==> src/rtl/multicycle_ctrl.sv <==
// Control FSM for the multicycle RV32I core.
// Decodes op/funct3/funct7_5 from the instruction register and sequences the
// datapath (PC, IR/OldPC, ALU, register file, shared memory). Memory accesses
// stall on a ready handshake and trap after MEM_TIMEOUT wait cycles. Illegal
// encodings also trap. TRAP is held until reset.
//
// Ports:
//   clk, reset          clock, synchronous active-high reset
//   op, funct3, funct7_5 instruction fields from the IR
//   zero                ALU result-is-zero flag
//   mem_ready           memory completes the current access this cycle
//   pc_write, ir_write  PC / IR+OldPC load enables
//   adr_src             memory address select (0 = PC, 1 = Result)
//   mem_req, mem_we     memory request / write enable
//   mem_size            00 byte, 01 half, 10 word
//   mem_unsigned        zero-extend loaded data
//   result_src          00 ALUOut, 01 Data, 10 ALUResult
//   alu_control         ALU operation code
//   alu_src_a/b, imm_src ALU operand and immediate selects
//   reg_write           register file write enable
//   illegal_instr       sticky illegal-instruction flag
//   mem_timeout         sticky memory-timeout flag
//   state_o             current state encoding (debug)
module multicycle_ctrl #(
    parameter int unsigned ALU_CTRL_W  = 4,
    parameter int unsigned MEM_TIMEOUT = 16
) (
    input  logic                  clk,
    input  logic                  reset,
    input  logic [6:0]            op,
    input  logic [2:0]            funct3,
    input  logic                  funct7_5,
    input  logic                  zero,
    input  logic                  mem_ready,
    output logic                  pc_write,
    output logic                  adr_src,
    output logic                  mem_req,
    output logic                  mem_we,
    output logic                  ir_write,
    output logic [1:0]            result_src,
    output logic [ALU_CTRL_W-1:0] alu_control,
    output logic [1:0]            alu_src_a,
    output logic [1:0]            alu_src_b,
    output logic [2:0]            imm_src,
    output logic                  reg_write,
    output logic [1:0]            mem_size,
    output logic                  mem_unsigned,
    output logic                  illegal_instr,
    output logic                  mem_timeout,
    output logic [3:0]            state_o
);

    typedef enum logic [3:0] {
        StReset    = 4'd0,
        StFetch    = 4'd1,
        StDecode   = 4'd2,
        StMemAdr   = 4'd3,
        StMemRead  = 4'd4,
        StMemWb    = 4'd5,
        StMemWrite = 4'd6,
        StExecR    = 4'd7,
        StExecI    = 4'd8,
        StAluWb    = 4'd9,
        StBranch   = 4'd10,
        StJal      = 4'd11,
        StJalr     = 4'd12,
        StLui      = 4'd13,
        StTrap     = 4'd14
    } state_e;

    localparam logic [6:0] OpLoad   = 7'd3;
    localparam logic [6:0] OpStore  = 7'd35;
    localparam logic [6:0] OpR      = 7'd51;
    localparam logic [6:0] OpI      = 7'd19;
    localparam logic [6:0] OpBranch = 7'd99;
    localparam logic [6:0] OpJal    = 7'd111;
    localparam logic [6:0] OpJalr   = 7'd103;
    localparam logic [6:0] OpLui    = 7'd55;
    localparam logic [6:0] OpAuipc  = 7'd23;

    localparam logic [ALU_CTRL_W-1:0] AluAdd  = ALU_CTRL_W'(0);
    localparam logic [ALU_CTRL_W-1:0] AluSub  = ALU_CTRL_W'(1);
    localparam logic [ALU_CTRL_W-1:0] AluAnd  = ALU_CTRL_W'(2);
    localparam logic [ALU_CTRL_W-1:0] AluOr   = ALU_CTRL_W'(3);
    localparam logic [ALU_CTRL_W-1:0] AluXor  = ALU_CTRL_W'(4);
    localparam logic [ALU_CTRL_W-1:0] AluSlt  = ALU_CTRL_W'(5);
    localparam logic [ALU_CTRL_W-1:0] AluSltu = ALU_CTRL_W'(6);
    localparam logic [ALU_CTRL_W-1:0] AluSll  = ALU_CTRL_W'(7);
    localparam logic [ALU_CTRL_W-1:0] AluSrl  = ALU_CTRL_W'(8);
    localparam logic [ALU_CTRL_W-1:0] AluSra  = ALU_CTRL_W'(9);

    // Counter only ever holds 0..MEM_TIMEOUT-1: the limit cycle leaves the state.
    localparam int unsigned WaitW = (MEM_TIMEOUT < 2) ? 1 : $clog2(MEM_TIMEOUT);

    state_e             state_q, state_d;
    logic [WaitW-1:0]   wait_q, wait_d;
    logic               illegal_q, illegal_d;
    logic               timeout_q, timeout_d;
    logic               wait_limit;

    assign wait_limit    = (MEM_TIMEOUT != 0) && (wait_q == WaitW'(MEM_TIMEOUT - 1));
    assign illegal_instr = illegal_q;
    assign mem_timeout   = timeout_q;
    assign state_o       = state_q;

    always_ff @(posedge clk) begin
        if (reset) begin
            state_q   <= StReset;
            wait_q    <= '0;
            illegal_q <= 1'b0;
            timeout_q <= 1'b0;
        end else begin
            state_q   <= state_d;
            wait_q    <= wait_d;
            illegal_q <= illegal_d;
            timeout_q <= timeout_d;
        end
    end

    always_comb begin
        state_d      = state_q;
        illegal_d    = illegal_q;
        timeout_d    = timeout_q;
        pc_write     = 1'b0;
        adr_src      = 1'b0;
        mem_req      = 1'b0;
        mem_we       = 1'b0;
        ir_write     = 1'b0;
        result_src   = 2'b00;
        alu_control  = AluAdd;
        alu_src_a    = 2'b00;
        alu_src_b    = 2'b00;
        imm_src      = 3'b000;
        reg_write    = 1'b0;
        mem_size     = 2'b00;
        mem_unsigned = 1'b0;

        case (state_q)
            StReset: state_d = StFetch;

            StFetch: begin
                mem_req    = 1'b1;
                alu_src_b  = 2'b10;
                result_src = 2'b10;
                if (mem_ready) begin
                    ir_write = 1'b1;
                    pc_write = 1'b1;
                    state_d  = StDecode;
                end else if (wait_limit) begin
                    timeout_d = 1'b1;
                    state_d   = StTrap;
                end
            end

            StDecode: begin
                alu_src_a = 2'b01;
                alu_src_b = 2'b01;
                case (op)
                    OpBranch:        imm_src = 3'b010;
                    OpJal:           imm_src = 3'b011;
                    OpLui, OpAuipc:  imm_src = 3'b100;
                    default:         imm_src = 3'b000;
                endcase
                case (op)
                    OpLoad:   state_d = (funct3 == 3'd3 || funct3[2:1] == 2'b11) ? StTrap
                                                                                 : StMemAdr;
                    OpStore:  state_d = (funct3 > 3'd2) ? StTrap : StMemAdr;
                    OpR:      state_d = StExecR;
                    OpI:      state_d = StExecI;
                    OpBranch: state_d = (funct3[2:1] == 2'b01) ? StTrap : StBranch;
                    OpJal:    state_d = StJal;
                    OpJalr:   state_d = StJalr;
                    OpLui:    state_d = StLui;
                    OpAuipc:  state_d = StAluWb;  // AUIPC target already computed here
                    default:  state_d = StTrap;
                endcase
                if (state_d == StTrap) illegal_d = 1'b1;
            end

            StMemAdr: begin
                alu_src_a = 2'b10;
                alu_src_b = 2'b01;
                imm_src   = (op == OpStore) ? 3'b001 : 3'b000;
                state_d   = (op == OpStore) ? StMemWrite : StMemRead;
            end

            StMemRead, StMemWrite: begin
                mem_req      = 1'b1;
                adr_src      = 1'b1;
                mem_size     = funct3[1:0];
                mem_we       = (state_q == StMemWrite);
                mem_unsigned = (state_q == StMemRead) && funct3[2];
                if (mem_ready) begin
                    state_d = (state_q == StMemRead) ? StMemWb : StFetch;
                end else if (wait_limit) begin
                    timeout_d = 1'b1;
                    state_d   = StTrap;
                end
            end

            StMemWb: begin
                reg_write    = 1'b1;
                result_src   = 2'b01;
                mem_size     = funct3[1:0];
                mem_unsigned = funct3[2];
                state_d      = StFetch;
            end

            StExecR, StExecI: begin
                alu_src_a = 2'b10;
                alu_src_b = (state_q == StExecI) ? 2'b01 : 2'b00;
                case (funct3)
                    3'd0:    alu_control = (state_q == StExecR && funct7_5) ? AluSub : AluAdd;
                    3'd1:    alu_control = AluSll;
                    3'd2:    alu_control = AluSlt;
                    3'd3:    alu_control = AluSltu;
                    3'd4:    alu_control = AluXor;
                    3'd5:    alu_control = funct7_5 ? AluSra : AluSrl;
                    3'd6:    alu_control = AluOr;
                    default: alu_control = AluAnd;
                endcase
                state_d = StAluWb;
            end

            StAluWb: begin
                reg_write = 1'b1;
                state_d   = StFetch;
            end

            StBranch: begin
                alu_src_a = 2'b10;
                case (funct3[2:1])
                    2'b00:   alu_control = AluSub;
                    2'b10:   alu_control = AluSlt;
                    default: alu_control = AluSltu;
                endcase
                // beq/bge/bgeu take on zero; bne/blt/bltu take on non-zero.
                pc_write = (funct3[0] ^ funct3[2]) ? ~zero : zero;
                state_d  = StFetch;
            end

            StJalr: begin
                alu_src_a = 2'b10;
                alu_src_b = 2'b01;
                state_d   = StJal;
            end

            StJal: begin
                alu_src_a = 2'b01;
                alu_src_b = 2'b10;
                pc_write  = 1'b1;
                state_d   = StAluWb;
            end

            StLui: begin
                alu_src_a = 2'b11;
                alu_src_b = 2'b01;
                imm_src   = 3'b100;
                state_d   = StAluWb;
            end

            StTrap:  state_d = StTrap;
            default: state_d = StTrap;
        endcase

        wait_d = '0;
        if (state_d == state_q && (state_q == StFetch || state_q == StMemRead ||
                                   state_q == StMemWrite) && !mem_ready) begin
            wait_d = wait_q + WaitW'(1);
        end
    end

endmodule

==> config.mk <==
export PLATFORM = sky130hd
export DESIGN_NAME = multicycle_ctrl
export DESIGN_NICKNAME = d
export VERILOG_FILES = /design/src/rtl/multicycle_ctrl.sv
export SDC_FILE = /design/constraint.sdc
export NUM_CORES = 1
export LEC_CHECK = 0
export ABC_AREA = 1
export BUFFER_PORTS_ARGS = -buffer_cell sky130_fd_sc_hd__buf_2
export CORE_AREA = 2 2 50 52
export DETAILED_ROUTE_END_ITERATION = 16
export DIE_AREA = 0 0 52 54
export GPL_ROUTABILITY_DRIVEN = 0
export MAX_ROUTING_LAYER = met4
export PLACE_DENSITY = 0.81
export SLEW_MARGIN = 20
export SYNTH_ARGS = -nofsm -noshare
export SYNTH_HDL_FRONTEND = slang
export SYNTH_SLANG_ARGS = --single-unit
==> constraint.sdc <==
create_clock -name clk -period 1.79 [get_ports clk]
set_input_delay 0.0895 -clock clk [delete_from_list [all_inputs] [get_ports clk]]
set_output_delay 0.0895 -clock clk [all_outputs]
set_load 0.05 [all_outputs]
==> results of run 1 <==
## where the power goes
part / total [W] / switching, W / internal, W
clock network: 0.000208 / 0.0000843 / 0.000124
registers: 0.000349 / 0.0000751 / 0.000274
logic: 0.00130 / 0.000998 / 0.000305
total: 0.00186 / 0.00116 / 0.000703
## what timing repair did
action | in CTS | in global routing
gates resized for setup | 4 | 7
endpoints found under the setup margin | 6 | 9
gates cloned | 0 | 0
hold buffers | 0 | 0
endpoints found under the hold margin | 0 | 0
## flip-flops by register name, indices dropped and copies added (netlist names)
| signal | flops |
|---|---|
| mem_timeout | 1 |
| wait_q | 4 |
| illegal_instr | 1 |
| state_o | 4 |
## worst min-delay path by stage
| stage | startpoint | to | slack (ns) | cells past startpoint |
|---|---|---|---|---|
| 6_report | reset | illegal_instr | 0.07 | 2 |
| 5_1_grt | reset | mem_timeout | 0.07 | 2 |
| 4_1_cts | reset | state_o[0] | 0.06 | 2 |
| 3_5_place_dp | reset | state_o[0] | 0.35 | 2 |
| 3_3_place_gp | reset | state_o[3] | 0.35 | 2 |
| 2_1_floorplan | reset | state_o[0] | 0.15 | 1 |
## layout make-up
class	count	area, um^2	share of cell area [%]
clock buffer	4	36.3	2.60
tap	30	37.5	2.69
timing repair buffer	42	218	15.6
inverter	28	105	7.54
sequential	10	208	14.9
multi-input combinational	142	790	56.6
## synthesized netlist by cell type (2+ instances only)
master | count | area (um^2)
o22ai_1 | 2 | 12.5
nor2_1 | 28 | 105
a21oi_1 | 9 | 45.0
inv_2 | 7 | 26.3
o21ai_0 | 13 | 65.1
nor2_4 | 2 | 22.5
nor3_1 | 3 | 15.0
nor2_2 | 5 | 31.3
nand2_2 | 7 | 43.8
nor4_1 | 2 | 12.5
dfxtp_1 | 10 | 200
inv_1 | 21 | 78.8
nand3_1 | 18 | 90.1
nand2_1 | 40 | 150
## through the flow
step / instance area [um^2] / util [%]
2_1_floorplan: 1080 / -
3_3_place_gp: 1320 / 57.1
3_5_place_dp: 1320 / 57.1
4_1_cts: 1370 / 59.1
5_1_grt: 1390 / 60.1
6_report: 1390 / 60.1
## per-layer routing
metal	vias to the layer above	wire, um	share of wire (%)
met3	2	140	5.0
met2	43	1350	48
met4	0	32	1.1
met1	571	1260	45
li1	678	-	-
met5	-	0	0
## cells by family (layout without fill, tap and decap cells)
group	count (synthesis)	after routing	synth area share [%]
compound gates	28	28	15.1
xor+xnor	2	2	1.71
fa+ha+maj	1	1	1.22
buf+inv	29	74	10.8
flops	10	10	19.6
simple gates	111	111	51.7
==> impl_metrics.toml, run 1 <==
[status]
outcome = "finished, final reports clean"

[timing]
setup_tns_ns = 0
skew_ns = 0.00287
period_share_pct = 95.4
tightestPinTransition_ns = 0.329
finalHoldViolations = 0
relSlewSlack_pct = 77.9
fmax_mhz = 585
setup_viol = 0
fin_crit_ns = 1.71
finalMaxSlewViolations = 0
worst_slack_ns = 0.0815
whs_ns = 0.0666

[power]
leakage_nw = 0.767
ir_worst_vdd_uv = 917
total_power_w = 0.00186
p_per_area_mw_per_mm2 = 1330

[grt]
top_usage_layer = "met2"
antenna_found_initial = 0
grt_overflow = 0
track_usage_pct = 22.1
grt_max_degree = 11
met1_usage_pct = 26.0
grt_pass1_vias = 1105
grt_pass1_wl_um = 4460
gr-usage-met3_pct = 2.50
use_met2_pct = 37.6

[worst_setup_path]
reg2reg_slack_ns = 0.28
cp-end-kind = "primary output"
critical_path_depth = 8
timing.rr.start = "state_o[0]"
arrival_ns = 1.62
critPathLaunch = "state_o[3]"
crit_chain = "inv_2 > nand2_2 > nor2_4 > a21oi_2 > inv_1 > nand3_1 > o21ai_2 > buf_4"
path_max_fanout = 6
reg2regPathDepth = 11
critical_path_class = "flip-flop to primary output"
worstPathRequired_ns = 1.70
endpoint = "alu_control[0]"
critical-path-top-delay-family = "flip-flops"
start_kind = "flip-flop"
critPathMaxStageDelay_ns = 0.37
r2r-end = "wait_q[0]"
cp_slowest_cell = "dfxtp_2"
crit_buf_inv = 3

[logic_synthesis]
synth_nets = 197
netlist_area_mm2 = 0.00102
netlist_instances = 181
synth-async-reset-ratio_pct = 0
ys.warnings.count = 0
yosysUniqueCellTypes = 28
ys_seq_elements = 10
synthFlopType = "dfxtp_1"
synth_edf_count = 0
avgSynthCellArea_um2 = 5.65
seq_area_frac_synth_pct = 19.6

[floorplanning]
rows = 18
die_h_um = 54
initial_core_util_pct = 44.1
ios = 43
core-area_mm2 = 0.00232
die-width_um = 52
die-area_mm2 = 0.00281

[clock_network]
htree_levels = 1
cts.sinks = 10
insertion_delay_ns = 0.27
clk_path_buf_depth = 2
cts_buffers = 3
cts-root-buf = "clkbuf_4"
cts_setup_buffers = 0
cts_tree = "done"
clk_pin_slew_ns = 0.07

[layout]
area_growth_pct = 36.4
fin_cells = 256
diodes = 0
mostFrequentLayoutCells = "39 x nand2_1, 39 x buf_2, 24 x nor2_1"
drive_above_1_share_pct = 38.5
final_nets = 243
fill_cells = 237

[placed_design]
place_worst_setup_slack_ns = 0.233
dp.cells = 252
io_buffers = 42
dp_hpwl_um = 2260

[routing]
wl_per_cell_um = 10.9
route.vias.total = 1294
drt-total-wl_um = 2790
ant_nets = 0
drtPass1Iterations = 4
vias_per_cell = 5.05
drc = 0
drt_iter0_drc = 34

[flow_run]
maxCapViolCount = 0

[worst_hold_path]
hold_path.class = "input port to flip-flop"
Power figures use the tool's default switching activity.
==> run 2, diff against run 1 <==
--- a/config.mk
+++ b/config.mk
@@ -14,3 +14,3 @@
 export MAX_ROUTING_LAYER = met4
-export PLACE_DENSITY = 0.81
+export PLACE_DENSITY = 0.8
 export SLEW_MARGIN = 20
--- a/constraint.sdc
+++ b/constraint.sdc
@@ -3,2 +3,2 @@
 set_output_delay 0.0895 -clock clk [all_outputs]
-set_load 0.05 [all_outputs]
+set_load 0.01 [all_outputs]
==> run 2 against run 1 <==
Non-clock buffer count stayed put. Sequential share of layout area grew 0.48 points. Critical endpoint unchanged. Clock-buffer cell count did not move. Flip-flop and latch count is the same. Cell count stayed put.
==> impl_metrics.toml, run 2 (synthesis results as in run 1) <==
[status]
outcome = "finished, final reports clean"

[timing]
fmax_mhz = 602
setup_tns_ns = 0
finalMaxSlewViolations = 0
relSlewSlack_pct = 78.5
rsz0062_at_grt = "false"
finalHoldViolations = 0
period_share_pct = 92.8
tightestPinTransition_ns = 0.321
fin_crit_ns = 1.66
setup_viol = 0
skew_ns = 0.00101

[clock_network]
cts.sinks = 10
clk_pin_slew_ns = 0.06
cts-root-buf = "clkbuf_4"
htree_levels = 1
cts_tree = "done"
cts_hold_repair.buffers = 0
cts_buffers = 3
clk_path_buf_depth = 2
insertion_delay_ns = 0.26

[layout]
fin_cells = 256
drive_above_1_share_pct = 33.2
area_growth_pct = 28.9
layout_commonest_cell = "buf_2"
mostFrequentLayoutCells = "42 x buf_2, 40 x nand2_1, 26 x nor2_1"
diodes = 0
final_nets = 243
stdcell_area_mm2 = 0.00132

[grt]
grt_pass1_vias = 1028
track_usage_pct = 19.6
grt_overflow = 0
antenna_found_initial = 0
grt_max_degree = 11
grt_pass1_wl_um = 4060
met1_usage_pct = 23.5
gr-usage-met3_pct = 4.17
top_usage_layer = "met2"
use_met2_pct = 33.1

[worst_setup_path]
critical_path_class = "flip-flop to primary output"
start_kind = "flip-flop"
worstPathRequired_ns = 1.70
path_max_fanout = 8
arrival_ns = 1.57
cp-end-kind = "primary output"

[placed_design]
dpl-instance-area_mm2 = 0.00126
io_buffers = 42
dp_hpwl_um = 2210
dp.cells = 252

[floorplanning]
die-area_mm2 = 0.00281
die-width_um = 52
ios = 43
die_h_um = 54
core-area_mm2 = 0.00232
initial_core_util_pct = 44.1
rows = 18

[routing]
drt-total-wl_um = 2690
ant_nets = 0
vias_per_cell = 5.02
drtPass1Iterations = 4
route.vias.total = 1286
wl_per_cell_um = 10.5
drc = 0
drt_iter0_drc = 47

[flow_run]
maxCapViolCount = 0

[power]
p_per_area_mw_per_mm2 = 1010
ir_worst_vdd_uv = 513
leakage_nw = 0.757

[worst_hold_path]
hold_path.class = "input port to flip-flop"
-- run 2: changes by cell type in the layout (fill, tap and decap cells not counted), sizes merged --
| cell | change |
|---|---|
| buf | +2 |
| clkbuf | -2 |
-- run 2: path summary, 6_finish.rpt --
kind	startpoint	endpoint	slack [ns]	cells past startpoint
worst max-delay path	state_o[1]	alu_control[0]	0.13	7
worst max register to register	state_o[3]	wait_q[1]	0.31	11
worst min-delay path	reset	state_o[0]	0.07	2
worst min register to register	illegal_instr	illegal_instr	0.45	2
-- run 2: area by class of cell --
class / instances / area [um^2]
fillers: 237 / 1000
multi-input cells: 142 / 726
repair buffers: 42 / 210
flip-flops and latches: 10 / 203
inverters: 28 / 105
well taps: 30 / 37.5
clock buffers: 4 / 36.3
-- run 2: metal layers --
layer | up-vias | share of wire [%]
li1 | 682 | -
met1 | 562 | 47
met2 | 40 | 46
met3 | 2 | 6.1
met4 | 0 | 0.45
met5 | - | 0
-- run 2: worst max-delay path: stages, from the launching register on --
cell and delay (ns):
dfxtp_2 0.43, nand2_1 0.16, nor2_2 0.27, nand3_1 0.11, nand3_1 0.08, nand3_1 0.05, o21ai_0 0.06, buf_2 0.15
-- run 2: metrics by stage --
step	power [W]	setup slack (ns)	hold slack [ns]	utilization, %
3_3_place_gp	0.00109	0.262	0.348	54.5
3_5_place_dp	0.00110	0.257	0.352	54.5
6_report	0.00133	0.129	0.0694	56.8
4_1_cts	0.00130	0.0626	0.0710	56.3
2_1_floorplan	0.000839	0.373	0.159	-
5_1_grt	0.00143	0.00539	0.0835	56.8
-- run 2: power by group --
part	leakage [nW]	switching, W	total (W)	internal (W)
registers	0.0819	0.0000730	0.000342	0.000269
logic	0.654	0.000498	0.000786	0.000288
clock network	0.0210	0.0000740	0.000197	0.000123
-- run 2: repair_timing --
item                       in CTS  in global routing
resized for setup               2                  4
setup buffers                   0                  0
setup endpoints to repair       2                  4
pin swaps                       0                  0
